[config.mk]
export PLATFORM = sky130hd
export DESIGN_NAME = message_scroller
export DESIGN_NICKNAME = d
export VERILOG_FILES = /design/src/rtl/msg_pkg.sv /design/src/rtl/msg_rom.sv /design/src/rtl/message_scroller.sv
export SDC_FILE = /design/constraint.sdc
export NUM_CORES = 1
export LEC_CHECK = 0
export CORE_MARGIN = 4
export CORE_UTILIZATION = 46
export DETAILED_ROUTE_END_ITERATION = 8
export DONT_BUFFER_PORTS = 1
export HOLD_SLACK_MARGIN = 0.12
export PLACE_DENSITY = 0.72
export SYNTH_ARGS = -nofsm -noshare
export SYNTH_HDL_FRONTEND = slang
export SYNTH_SLANG_ARGS = --single-unit
[constraint.sdc]
create_clock -name clk -period 3.6 [get_ports clk]
set_input_delay 0.54 -clock clk [delete_from_list [all_inputs] [get_ports clk]]
set_output_delay 0.54 -clock clk [all_outputs]
set_load 0.02 [all_outputs]
[src/rtl/msg_pkg.sv]
// Shared constants, stored message table and window-index helper for the message scroller.
package msg_pkg;

  localparam int unsigned TBL_CHAR_W = 8;
  localparam int unsigned TBL_LEN    = 16;
  localparam int unsigned TBL_MSGS   = 4;

  localparam logic [TBL_CHAR_W-1:0] CHAR_SPACE = 8'h20;

  typedef logic [TBL_CHAR_W-1:0] char_t;

  // Message 0 is "''_HELLO_CLIP.''"; messages 1..3 are letter, digit and greeting banners padded with spaces.
  localparam char_t MSG_TABLE [TBL_MSGS][TBL_LEN] = '{
    '{8'h27, 8'h27, 8'h20, 8'h48, 8'h45, 8'h4C, 8'h4C, 8'h4F,
      8'h20, 8'h43, 8'h4C, 8'h49, 8'h50, 8'h2E, 8'h27, 8'h27},
    '{8'h41, 8'h42, 8'h43, 8'h44, 8'h45, 8'h46, 8'h47, 8'h48,
      8'h49, 8'h4A, 8'h4B, 8'h4C, 8'h4D, 8'h4E, 8'h4F, 8'h50},
    '{8'h30, 8'h31, 8'h32, 8'h33, 8'h34, 8'h35, 8'h36, 8'h37,
      8'h38, 8'h39, 8'h20, 8'h20, 8'h20, 8'h20, 8'h20, 8'h20},
    '{8'h48, 8'h49, 8'h20, 8'h20, 8'h20, 8'h20, 8'h20, 8'h20,
      8'h20, 8'h20, 8'h20, 8'h20, 8'h20, 8'h20, 8'h20, 8'h20}
  };

  // Wrapped character index for display slot k; k never exceeds len, so one subtract suffices.
  function automatic int unsigned win_idx(int unsigned pos, int unsigned k, int unsigned len);
    int unsigned sum;
    sum = pos + k;
    if (sum >= len) sum = sum - len;
    return sum;
  endfunction

endpackage

[src/rtl/msg_rom.sv]
// Constant message table with NUM_DISP independent combinational read ports.
module msg_rom
  import msg_pkg::*;
#(
  parameter int unsigned CHAR_W   = 8,
  parameter int unsigned NUM_DISP = 6,
  parameter int unsigned POS_W    = 4,
  parameter int unsigned SEL_W    = 2
) (
  input  logic [SEL_W-1:0]                 msg,
  input  logic [NUM_DISP-1:0][POS_W-1:0]   idx,
  output logic [NUM_DISP-1:0][CHAR_W-1:0]  chars
);

  localparam int unsigned TM_W = (TBL_MSGS > 1) ? $clog2(TBL_MSGS) : 1;
  localparam int unsigned TL_W = (TBL_LEN > 1) ? $clog2(TBL_LEN) : 1;

  logic msg_ok_c;

  // Anything outside the stored table reads as a blank.
  always_comb begin
    msg_ok_c = (32'(msg) < TBL_MSGS);
    for (int unsigned k = 0; k < NUM_DISP; k++) begin
      chars[k] = CHAR_W'(CHAR_SPACE);
      if (msg_ok_c && (32'(idx[k]) < TBL_LEN)) begin
        chars[k] = CHAR_W'(MSG_TABLE[TM_W'(msg)][TL_W'(idx[k])]);
      end
    end
  end

endmodule

[src/rtl/message_scroller.sv]
// Scrolling window over stored messages: prescaled tick, bidirectional wrap-around position,
// deferred message switching at the wrap point and a registered multi-character display.
module message_scroller
  import msg_pkg::*;
#(
  parameter  int unsigned CHAR_W   = 8,
  parameter  int unsigned MSG_LEN  = 16,
  parameter  int unsigned NUM_MSGS = 4,
  parameter  int unsigned NUM_DISP = 6,
  parameter  int unsigned TICK_DIV = 25000000,
  localparam int unsigned POS_W    = $clog2(MSG_LEN),
  localparam int unsigned SEL_W    = (NUM_MSGS > 1) ? $clog2(NUM_MSGS) : 1
) (
  input  logic                         clk,
  input  logic                         reset,
  input  logic                         en,
  input  logic                         dir,
  input  logic                         load,
  input  logic [SEL_W-1:0]             msg_sel,
  output logic [NUM_DISP*CHAR_W-1:0]   display,
  output logic [POS_W-1:0]             pos,
  output logic                         wrap
);

  localparam int unsigned PRE_W = (TICK_DIV > 1) ? $clog2(TICK_DIV) : 1;

  logic [PRE_W-1:0]                 prescaler;
  logic [SEL_W-1:0]                 act_msg;
  logic [SEL_W-1:0]                 pend_msg;
  logic                             pend_vld;

  logic                             tick_c;
  logic                             wrap_tick_c;
  logic                             sel_ok_c;
  logic [POS_W-1:0]                 pos_next_c;
  logic [NUM_DISP-1:0][POS_W-1:0]   rd_idx_c;
  logic [NUM_DISP-1:0][CHAR_W-1:0]  rd_chars_c;
  logic [NUM_DISP*CHAR_W-1:0]       disp_next_c;

  // Tick, next position and wrap detection for the current direction.
  always_comb begin
    tick_c      = en && (prescaler == PRE_W'(TICK_DIV - 1));
    sel_ok_c    = (32'(msg_sel) < NUM_MSGS);
    wrap_tick_c = 1'b0;
    pos_next_c  = pos;
    if (dir) begin
      pos_next_c  = (pos == '0) ? POS_W'(MSG_LEN - 1) : pos - POS_W'(1);
      wrap_tick_c = tick_c && (pos == '0);
    end else begin
      pos_next_c  = (pos == POS_W'(MSG_LEN - 1)) ? '0 : pos + POS_W'(1);
      wrap_tick_c = tick_c && (pos == POS_W'(MSG_LEN - 1));
    end
  end

  // Window read addresses follow the registered position, so the display trails pos by one cycle.
  always_comb begin
    for (int unsigned k = 0; k < NUM_DISP; k++) begin
      rd_idx_c[k] = POS_W'(win_idx(32'(pos), k, MSG_LEN));
    end
  end

  msg_rom #(
    .CHAR_W   (CHAR_W),
    .NUM_DISP (NUM_DISP),
    .POS_W    (POS_W),
    .SEL_W    (SEL_W)
  ) u_rom (
    .msg   (act_msg),
    .idx   (rd_idx_c),
    .chars (rd_chars_c)
  );

  // Slot 0 is the leftmost character and occupies the most significant byte.
  always_comb begin
    disp_next_c = '0;
    for (int unsigned k = 0; k < NUM_DISP; k++) begin
      disp_next_c[(NUM_DISP-1-k)*CHAR_W +: CHAR_W] = rd_chars_c[k];
    end
  end

  always_ff @(posedge clk or negedge reset) begin
    if (!reset) begin
      prescaler <= '0;
      pos       <= '0;
      act_msg   <= '0;
      pend_msg  <= '0;
      pend_vld  <= 1'b0;
      wrap      <= 1'b0;
      display   <= {NUM_DISP{CHAR_W'(CHAR_SPACE)}};
    end else begin
      display <= disp_next_c;
      wrap    <= 1'b0;
      if (load) begin
        // Load restarts the scroll even while frozen and suppresses any coincident wrap.
        prescaler <= '0;
        pos       <= '0;
        pend_vld  <= 1'b0;
        if (sel_ok_c) act_msg <= msg_sel;
      end else if (en) begin
        prescaler <= tick_c ? '0 : prescaler + PRE_W'(1);
        if (tick_c) pos <= pos_next_c;
        wrap <= wrap_tick_c;
        // A requested message only takes over at the wrap so the current pass is never cut short.
        if (wrap_tick_c && pend_vld) begin
          act_msg  <= pend_msg;
          pend_vld <= 1'b0;
        end else if (sel_ok_c) begin
          pend_msg <= msg_sel;
          pend_vld <= (msg_sel != act_msg);
        end
      end
    end
  end

endmodule

==> reports/metrics.cfg, run 1 <==
[route]
postRouteAntennaNets=0
post-route-drc-count=0
via_count=5016
wl_per_cell_um=19.7
viasPerCell=6.47
drtIter0Drc=794
dr.pass1.iters=6
routed_wl_um=15300

[timing]
fin_skew_ns=0.0129
slew_headroom=0.389
setup_tns_ns=0
finalCriticalPeriod_ns=2.82
rsz0062_at_grt=no
hold_slack_ns=0.263
finalSetupViolCount=0
worst_pin_slew_ns=0.916
finalHoldViolations=0
clock.fmax_mhz=354
period_share=0.785
drv_slew=0

[yosys]
synth_top_area_share=0.321
synth_edf_count=0
synthFlopType=dfrtp_1
yosys_warnings=0
netlist_instances=652
seq_area_frac_synth=0.349
ys_types=64
ys_seq_elements=77
async_reset_ff_frac=1.00
yosysTopAreaCell=dfrtp_1
synthTopCellsByArea=dfrtp_1 32%, o21ai_0 5.6%, mux4_2 4.9%, a21oi_1 4.8%, nor2_1 4.6%
synth.cell_area_mm2=0.00554
syn_avg_cell_area_um2=8.50

[clocking]
clk_latency_ns=0.34
cts_max_level=3
post_cts_buffers=0
clk_pin_slew_ns=0.07
cts_num_sinks=77
cts_buffers=9
cts_max_path_buffers=2
cts_tree=done
cts_root_buf=clkbuf_16

[finish]
syn_to_final_growth_pct=7.73
drive_gt1_frac=0.111
final_nets=651
diodes=0
utilization=0.514

[global_routing]
grt_max_degree=86
grt_pass1_wl_um=24700
grt_pass1_vias=4622
grt_use_total=0.217
antenna_found_initial=0
grt.overflow.total=0

[floorplanning]
initial_core_util=0.477
fp.dieH_um=118
die-area_mm2=0.0139
die_w_um=118
core_area_mm2=0.0116
placementRows=39
io_pins=60

[power]
max-vdd-ir-drop_v=0.000252
power_leakage_nw=2.46
p_per_area_mw_per_mm2=373

[placed_design]
gp_routability_congestion=0.956
hpwl_um=10000
portBuffers=0

[critical_path]
required_ns=3.88
crit_path_start_kind=flip-flop
path_class=flip-flop to flip-flop
end_kind=flip-flop
cp.arrival_ns=3.10
rrSetupSlack_ns=0.78
cp_max_fo=15
reg2regPathDepth=8

[run]
cap_violations=0

[min_path]
hp-class=primary input to flip-flop
holdPathStages=1

[outcome]
outcome=finished clean

[worst max-delay path, stage by stage (launching register included)]
cell and delay [ns]:
dfrtp_1 0.38, buf_4 0.21, inv_1 0.38, ha_1 0.28, a21oi_1 0.12, xnor2_1 0.75
a21oi_1 0.17, a311oi_1 0.36, a21o_1 0.12
[sequential cells by signal (all words and copies together), names as in the netlist]
register / count
pos: 4
prescaler: 25
display: 42
wrap: 1
act_msg: 2
pend_msg: 2
pend_vld: 1
[placed cells by master (no fill, tap or decap), drive strengths merged, types with 4 or more instances in the layout]
| master | count |
|---|---|
| dfrtp | 71 |
| nor2 | 68 |
| nand2 | 63 |
| o21ai | 63 |
| a21oi | 53 |
| xnor2 | 24 |
| nand3 | 22 |
| buf | 22 |
| xor2 | 21 |
| ha | 17 |
| mux2i | 14 |
| nor3 | 13 |
| inv | 13 |
| mux4 | 12 |
| clkbuf | 11 |
| a211oi | 10 |
| a31oi | 9 |
| o22ai | 7 |
| nand2b | 7 |
| o211ai | 7 |
| nand4 | 7 |
| nor2b | 6 |
| a221oi | 6 |
| and3 | 6 |
| conb | 6 |
| dfstp | 6 |
| a21o | 5 |
| o21a | 5 |
| a32o | 4 |
| o221ai | 4 |
| o22a | 4 |
[where the power goes]
part / switching (mW) / leakage, nW / internal [mW]
registers: 0.0808 / 0.990 / 0.920
clock network: 0.374 / 0.151 / 0.565
logic: 0.181 / 1.32 / 0.105
total: 0.636 / 2.46 / 1.59
[layout make-up]
cell class              count  area [um2]
flip-flops and latches     77        1940
clock inverters             5        65.1
clock buffers              11         243
fillers                  1071        5650
multi-input cells         504        3300
well taps                 143         179
repair buffers             23         195
inverters                  12        45.0
[per-stage QoR]
| stage | cell area (um2) | cells | worst slack [ns] | power, mW |
|---|---|---|---|---|
| after floorplan | 5560 | 657 | 0.669 | 1.21 |
| after global placement | 5620 | 757 | 0.983 | 1.27 |
| after detailed placement | 5620 | 757 | 0.902 | 1.27 |
| after CTS | 5970 | 775 | 0.889 | 2.25 |
| after global routing | 5970 | 775 | 0.598 | 2.32 |
| final | 5970 | 775 | 0.776 | 2.23 |
[synthesized netlist by cell type (all sizes together) (7+ instances only)]
cell,instances
a211oi,10
a21oi,53
a31oi,9
buf,27
clkbuf,37
dfrtp,71
ha,17
inv,10
mux2i,14
mux4,12
nand2,63
nand2b,7
nand3,22
nand4,7
nor2,68
nor3,13
o211ai,7
o21ai,63
o22ai,7
xnor2,24
xor2,21
[cells by family after synthesis]
kind of cell / share of synthesized area
other: 0.000677
and+or+nand+nor: 0.174
buffers and inverters: 0.0578
muxes: 0.0802
adders and majority gates: 0.0384
DFF: 0.349
xor gates and xnor gates: 0.0712
AOI/OAI and AO/OA: 0.228
[per-layer routing]
metal,track usage,up-vias,wire (um)
met5,0,-,0
met2,0.337,308,7230
met1,0.299,2375,6220
met4,0.0791,0,309
li1,-,2291,-
met3,0.0476,42,1520
[path summary, 6_finish.rpt]
check,from,to
worst max register to register,pos[2]$_DFFE_PN0P_,display[2]$_DFF_PN0_
min in group asynchronous,reset,prescaler[10]$_DFFE_PN0P_
max in group asynchronous,reset,display[29]$_DFF_PN1_
worst min register to register,pend_msg[1]$_DFFE_PN0P_,pend_msg[1]$_DFFE_PN0P_
worst min-delay path,load,pos[1]$_DFFE_PN0P_
worst max-delay path,pos[2]$_DFFE_PN0P_,display[2]$_DFF_PN0_
[timing repair]
| item | in CTS | in global routing |
|---|---|---|
| hold buffers | 2 | 0 |
| gates resized for setup | 0 | 0 |
| hold endpoints to repair | 77 | 0 |
(Power assumes the default switching activity.)
==> run 2, diff against run 1 <==
- clock period: 3.6 -> 2.65 ns (I/O delays scaled with it)
==> run 2 against run 1 <==
  * Worst setup slack lost 0.65 ns
  * Count of clock-buffer cells in the layout shrank 1
  * Combinational power up 44%
  * Maximum frequency increased by 12%
  * Global-route usage increased by 0.57 points
  * Utilization grew 1.8 points
  * Non-clock buffer count grew 20
  * Clock power up 51%
  * Sequential share of layout area fell by 1.1 points
  * Final area is 3.5% higher
  * Die area is the same
==> reports/metrics.cfg, run 2 (synthesized netlist as in run 1, its figures left out) <==
[global_routing]
grt_use_total=0.223
antenna_found_initial=0
grt_max_degree=78
grt.overflow.total=0
grt_pass1_vias=4765
grt_pass1_wl_um=25200

[clocking]
cts_max_level=3
cts_tree=done
cts_root_buf=clkbuf_16
cts_max_path_buffers=2
clk_latency_ns=0.34
clk_pin_slew_ns=0.06
post_cts_buffers=0
cts_num_sinks=77
cts_buffers=9

[finish]
top_register=display
layout_common_cells=69 x dfrtp_1, 68 x nor2_1, 63 x nand2_1
fin_cells=795
largest_reg_flops=42
drive_gt1_frac=0.140
diodes=0
reg_top3=display x42, prescaler x25, pos x4
final_nets=671
syn_to_final_growth_pct=11.5
final_common_cell=dfrtp_1

[power]
p_comb_frac=0.128
p_clk_frac=0.446
power_leakage_nw=2.59
p_switching_mw=0.860
max-vdd-ir-drop_v=0.000274
p_per_area_mw_per_mm2=517
total_power_mw=3.19
share_seq_of_total_power=0.426
p_sw_frac=0.269
p_int_mw=2.33

[floorplanning]
die_w_um=118
core_area_mm2=0.0116
initial_core_util=0.477
fp.dieH_um=118
placementRows=39
die-area_mm2=0.0139
io_pins=60

[timing]
finalCriticalPeriod_ns=2.52
finalHoldViolations=0
drv_slew=0
fin_skew_ns=0.00812
slew_headroom=0.417
period_share=0.952
finalSetupViolCount=0
rsz0062_at_grt=no
worst_pin_slew_ns=0.868
setup_tns_ns=0
clock.fmax_mhz=397

[critical_path]
end_kind=flip-flop
path_class=flip-flop to flip-flop
required_ns=2.85
crit_path_start_kind=flip-flop
cp.arrival_ns=2.72
cp_max_fo=51
slowest_stage=dfrtp_2
cp_cell_sequence=buf_4 -> buf_4 -> xnor2_1 -> o21ai_0 -> or2_2 -> mux2i_1 -> o21ai_0
cp_slowest_stage_delay_ns=0.48

[route]
routed_wl_um=15500
drtIter0Drc=738
post-route-drc-count=0
wl_per_cell_um=19.4
via_count=5043
dr.pass1.iters=6
viasPerCell=6.34
postRouteAntennaNets=0

[min_path]
hp-class=primary input to flip-flop

[outcome]
outcome=finished clean

[placed_design]
gp_routability_congestion=0.935
hpwl_um=10700
dp_cells=776
portBuffers=0

[run]
cap_violations=0

-- run 2: per-layer routing --
metal / wire length, um / share of wire / vias up / GRT usage
li1: - / - / 2331 / -
met1: 6440 / 0.42 / 2373 / 0.294
met2: 7220 / 0.47 / 289 / 0.345
met3: 1250 / 0.081 / 50 / 0.0509
met4: 538 / 0.035 / 0 / 0.111
met5: 0 / 0 / - / 0
-- run 2: power groups by stage --
stage          registers (mW)  clock network, mW  logic (mW)
2_1_floorplan            1.37                  0       0.275
3_3_place_gp             1.38                  0       0.360
3_5_place_dp             1.38                  0       0.367
4_1_cts                  1.36               1.45       0.403
5_1_grt                  1.36               1.51       0.448
6_report                 1.36               1.42       0.409
-- run 2: worst paths after layout --
check | from | to | slack, ns | cells past startpoint
max | pos[0]$_DFFE_PN0P_ | display[10]$_DFF_PN0_ | 0.13 | 7
min | msg_sel[1] | act_msg[1]$_DFFE_PN0P_ | 0.20 | 1
max reg2reg | pos[0]$_DFFE_PN0P_ | display[10]$_DFF_PN0_ | 0.13 | 7
min reg2reg | pend_msg[0]$_DFFE_PN0P_ | pend_msg[0]$_DFFE_PN0P_ | 0.51 | 1
max in group asynchronous | reset | display[5]$_DFF_PN1_ | 1.70 | 2
min in group asynchronous | reset | prescaler[3]$_DFFE_PN0P_ | 0.62 | 2
-- run 2: area by class of cell --
type / instances / area, um2
clock buffers: 10 / 229
clock inverters: 6 / 113
fillers: 1049 / 5440
inverters: 12 / 46.3
multi-input cells: 504 / 3310
flip-flops and latches: 77 / 1940
well taps: 143 / 179
repair buffers: 43 / 360
-- run 2: what timing repair did --
| action | 4_1_cts | 5_1_grt |
|---|---|---|
| endpoints found under the hold margin | 85 | 0 |
| setup endpoints to repair | 0 | 1 |
| hold buffers | 3 | 0 |
| resized for setup | 0 | 1 |
-- run 2: worst max-delay path, delay by kind of cell (launching register included) --
kind,cells,cell delay (ns)
compound gates,2,0.33
xor+xnor,1,0.19
buf+inv,2,0.87
flops,1,0.48
mux,1,0.13
simple gates,1,0.36
-- run 2: metrics by stage --
step                worst slack [ns]  cell area [um2]  hold WS [ns]  utilization
global route                  0.0228             6170         0.198        0.532
detailed placement             0.261             5780         0.105        0.498
global placement               0.313             5780         0.106        0.498
floorplan                     0.0203             5560         0.102            -
CTS                            0.205             6170         0.192        0.531
finish                         0.128             6170         0.204        0.532
==> run 3, diff against run 2 <==
- PLACE_DENSITY: 0.72 -> 0.74
- clock period: 2.65 -> 2.2 ns (I/O delays scaled with it)
==> run 3 against run 2 <==
  * Critical path depth did not move
  * Hold slack got worse by 0.071 ns
  * Sequential cell count unchanged
  * Utilization grew 2.3 points
  * Total power up 18%
  * Sequential power increased by 20%
  * Worst setup slack lost 0.082 ns
  * Largest power group is now sequential cells
==> reports/metrics.cfg, run 3 (synthesized netlist as in run 1, its figures left out) <==
[critical_path]
worst-path-buf-inv=1
cp.arrival_ns=2.38
cp_cell_sequence=buf_12 -> ha_1 -> nand2_1 -> o21bai_4 -> nand2_2 -> o211ai_2 -> mux2_2
path_class=flip-flop to flip-flop
cp_slowest_stage_delay_ns=0.41
crit_path_start_kind=flip-flop
cp_top_family=compound AO/OA/AOI/OAI gates
required_ns=2.43
cp_max_fo=42
end_kind=flip-flop
slowest_stage=dfrtp_2

[route]
dr_wl_met3_um=1300
via_count=5100
wl_per_cell_um=19.6
met2WireLength_um=7280
topRoutingLayerUsed=met4
drtIter0Drc=724
dr.pass1.iters=6
drt-met1-wl_um=6960
routed_wl_um=15800
post-route-drc-count=0
viasPerCell=6.34
postRouteAntennaNets=0

[timing]
worst_pin_slew_ns=0.666
fin_skew_ns=0.00752
hold_slack_ns=0.133
clock.fmax_mhz=464
slew_headroom=0.553
finalCriticalPeriod_ns=2.15
drv_slew=0
finalHoldViolations=0
finalSetupViolCount=0
period_share=0.979

[floorplanning]
fp.dieH_um=118
die_w_um=118
initial_core_util=0.477
placementRows=39
io_pins=60
die-area_mm2=0.0139
core_area_mm2=0.0116

[finish]
utilization=0.554
largest_reg_flops=42
drive_gt1_frac=0.180
syn_to_final_growth_pct=16.2
reg_top3=display x42, prescaler x25, pos x4
final_nets=681
top_register=display
layout_common_cells=68 x nor2_1, 68 x dfrtp_1, 62 x o21ai_0, 62 x nand2_1, 52 x a21oi_1
diodes=0
fill_cells=1031

[clocking]
cts_buffers=9
clk_pin_slew_ns=0.06
cts_tree=done
cts_root_buf=clkbuf_16
clk_latency_ns=0.34
cts_max_path_buffers=2
cts_num_sinks=77
cts_max_level=3

[global_routing]
grt_use_total=0.222
grt_pass1_vias=4791
grt.overflow.total=0
grt_pass1_wl_um=25200
antenna_found_initial=0
grt_max_degree=78

[power]
power_leakage_nw=2.68
p_per_area_mw_per_mm2=585
max-vdd-ir-drop_v=0.000493

[run]
cap_violations=0

[placed_design]
portBuffers=0
gp_routability_congestion=0.967
hpwl_um=10600

[min_path]
hp-class=primary input to flip-flop

[outcome]
outcome=finished clean

==> run 3: cell types whose count changed in the layout (fill, tap and decap cells not counted), moves of 3 or more <==
cell / change
xnor2_4: +3
ha_1: -4
buf_4: +3
xnor2_1: -3
clkinv_4: +3
==> run 3: where the power goes <==
group	switching (mW)	leakage, nW	internal, mW
logic	0.312	1.53	0.210
registers	0.128	0.989	1.51
clock network	0.609	0.160	0.998
total	1.05	2.68	2.71
==> run 3: stage by stage <==
stage | power [mW] | setup TNS, ns | setup slack, ns | instance area, um2 | instances
final | 3.76 | 0 | 0.0467 | 6440 | 805
after global routing | 3.91 | -0.0653 | -0.0359 | 6440 | 805
after CTS | 3.78 | 0 | 0.0525 | 6290 | 800
after detailed placement | 2.13 | 0 | 0.0522 | 5910 | 780
after global placement | 2.12 | 0 | 0.0969 | 5910 | 780
after floorplan | 1.98 | 0 | 0.00382 | 5700 | 657
==> run 3: final timing paths <==
| kind | start | to | slack, ns | cells after the start |
|---|---|---|---|---|
| max | pos[0]$_DFFE_PN0P_ | pend_msg[1]$_DFFE_PN0P_ | 0.05 | 7 |
| min | msg_sel[0] | pend_msg[0]$_DFFE_PN0P_ | 0.13 | 1 |
| max reg2reg | pos[0]$_DFFE_PN0P_ | pend_msg[1]$_DFFE_PN0P_ | 0.05 | 7 |
| min reg2reg | pend_msg[1]$_DFFE_PN0P_ | pend_msg[1]$_DFFE_PN0P_ | 0.51 | 1 |
| max in group asynchronous | reset | display[13]$_DFF_PN1_ | 1.33 | 2 |
| min in group asynchronous | reset | display[36]$_DFF_PN0_ | 0.55 | 2 |
==> run 3: worst reg2reg max path: stages (launching register included) <==
cell,delay [ns]
dfrtp_2,0.41
buf_12,0.23
ha_1,0.33
nand2_1,0.20
o21bai_4,0.22
nand2_2,0.11
o211ai_2,0.19
mux2_2,0.35
==> run 3: timing repair <==
action,in CTS,in global routing
endpoints found under the setup margin,0,18
buffers inserted,0,5
resized for setup,0,18
hold buffers,4,0
hold endpoints to repair,86,0
==> run 3: area by class of cell <==
cell class | count | area [um2] | share of cell area
multi-input combinational | 504 | 3450 | 0.536
inverter | 12 | 63.8 | 0.00991
sequential | 77 | 1940 | 0.301
clock buffer | 9 | 225 | 0.0350
tap | 143 | 179 | 0.0278
timing repair buffer | 53 | 478 | 0.0742
clock inverter | 7 | 100 | 0.0155
==> run 3: layer usage <==
| layer | up-vias | GRT usage |
|---|---|---|
| met1 | 2471 | 0.304 |
| met3 | 29 | 0.0543 |
| met4 | 0 | 0.0791 |
| met5 | - | 0 |
| met2 | 248 | 0.344 |
| li1 | 2352 | - |
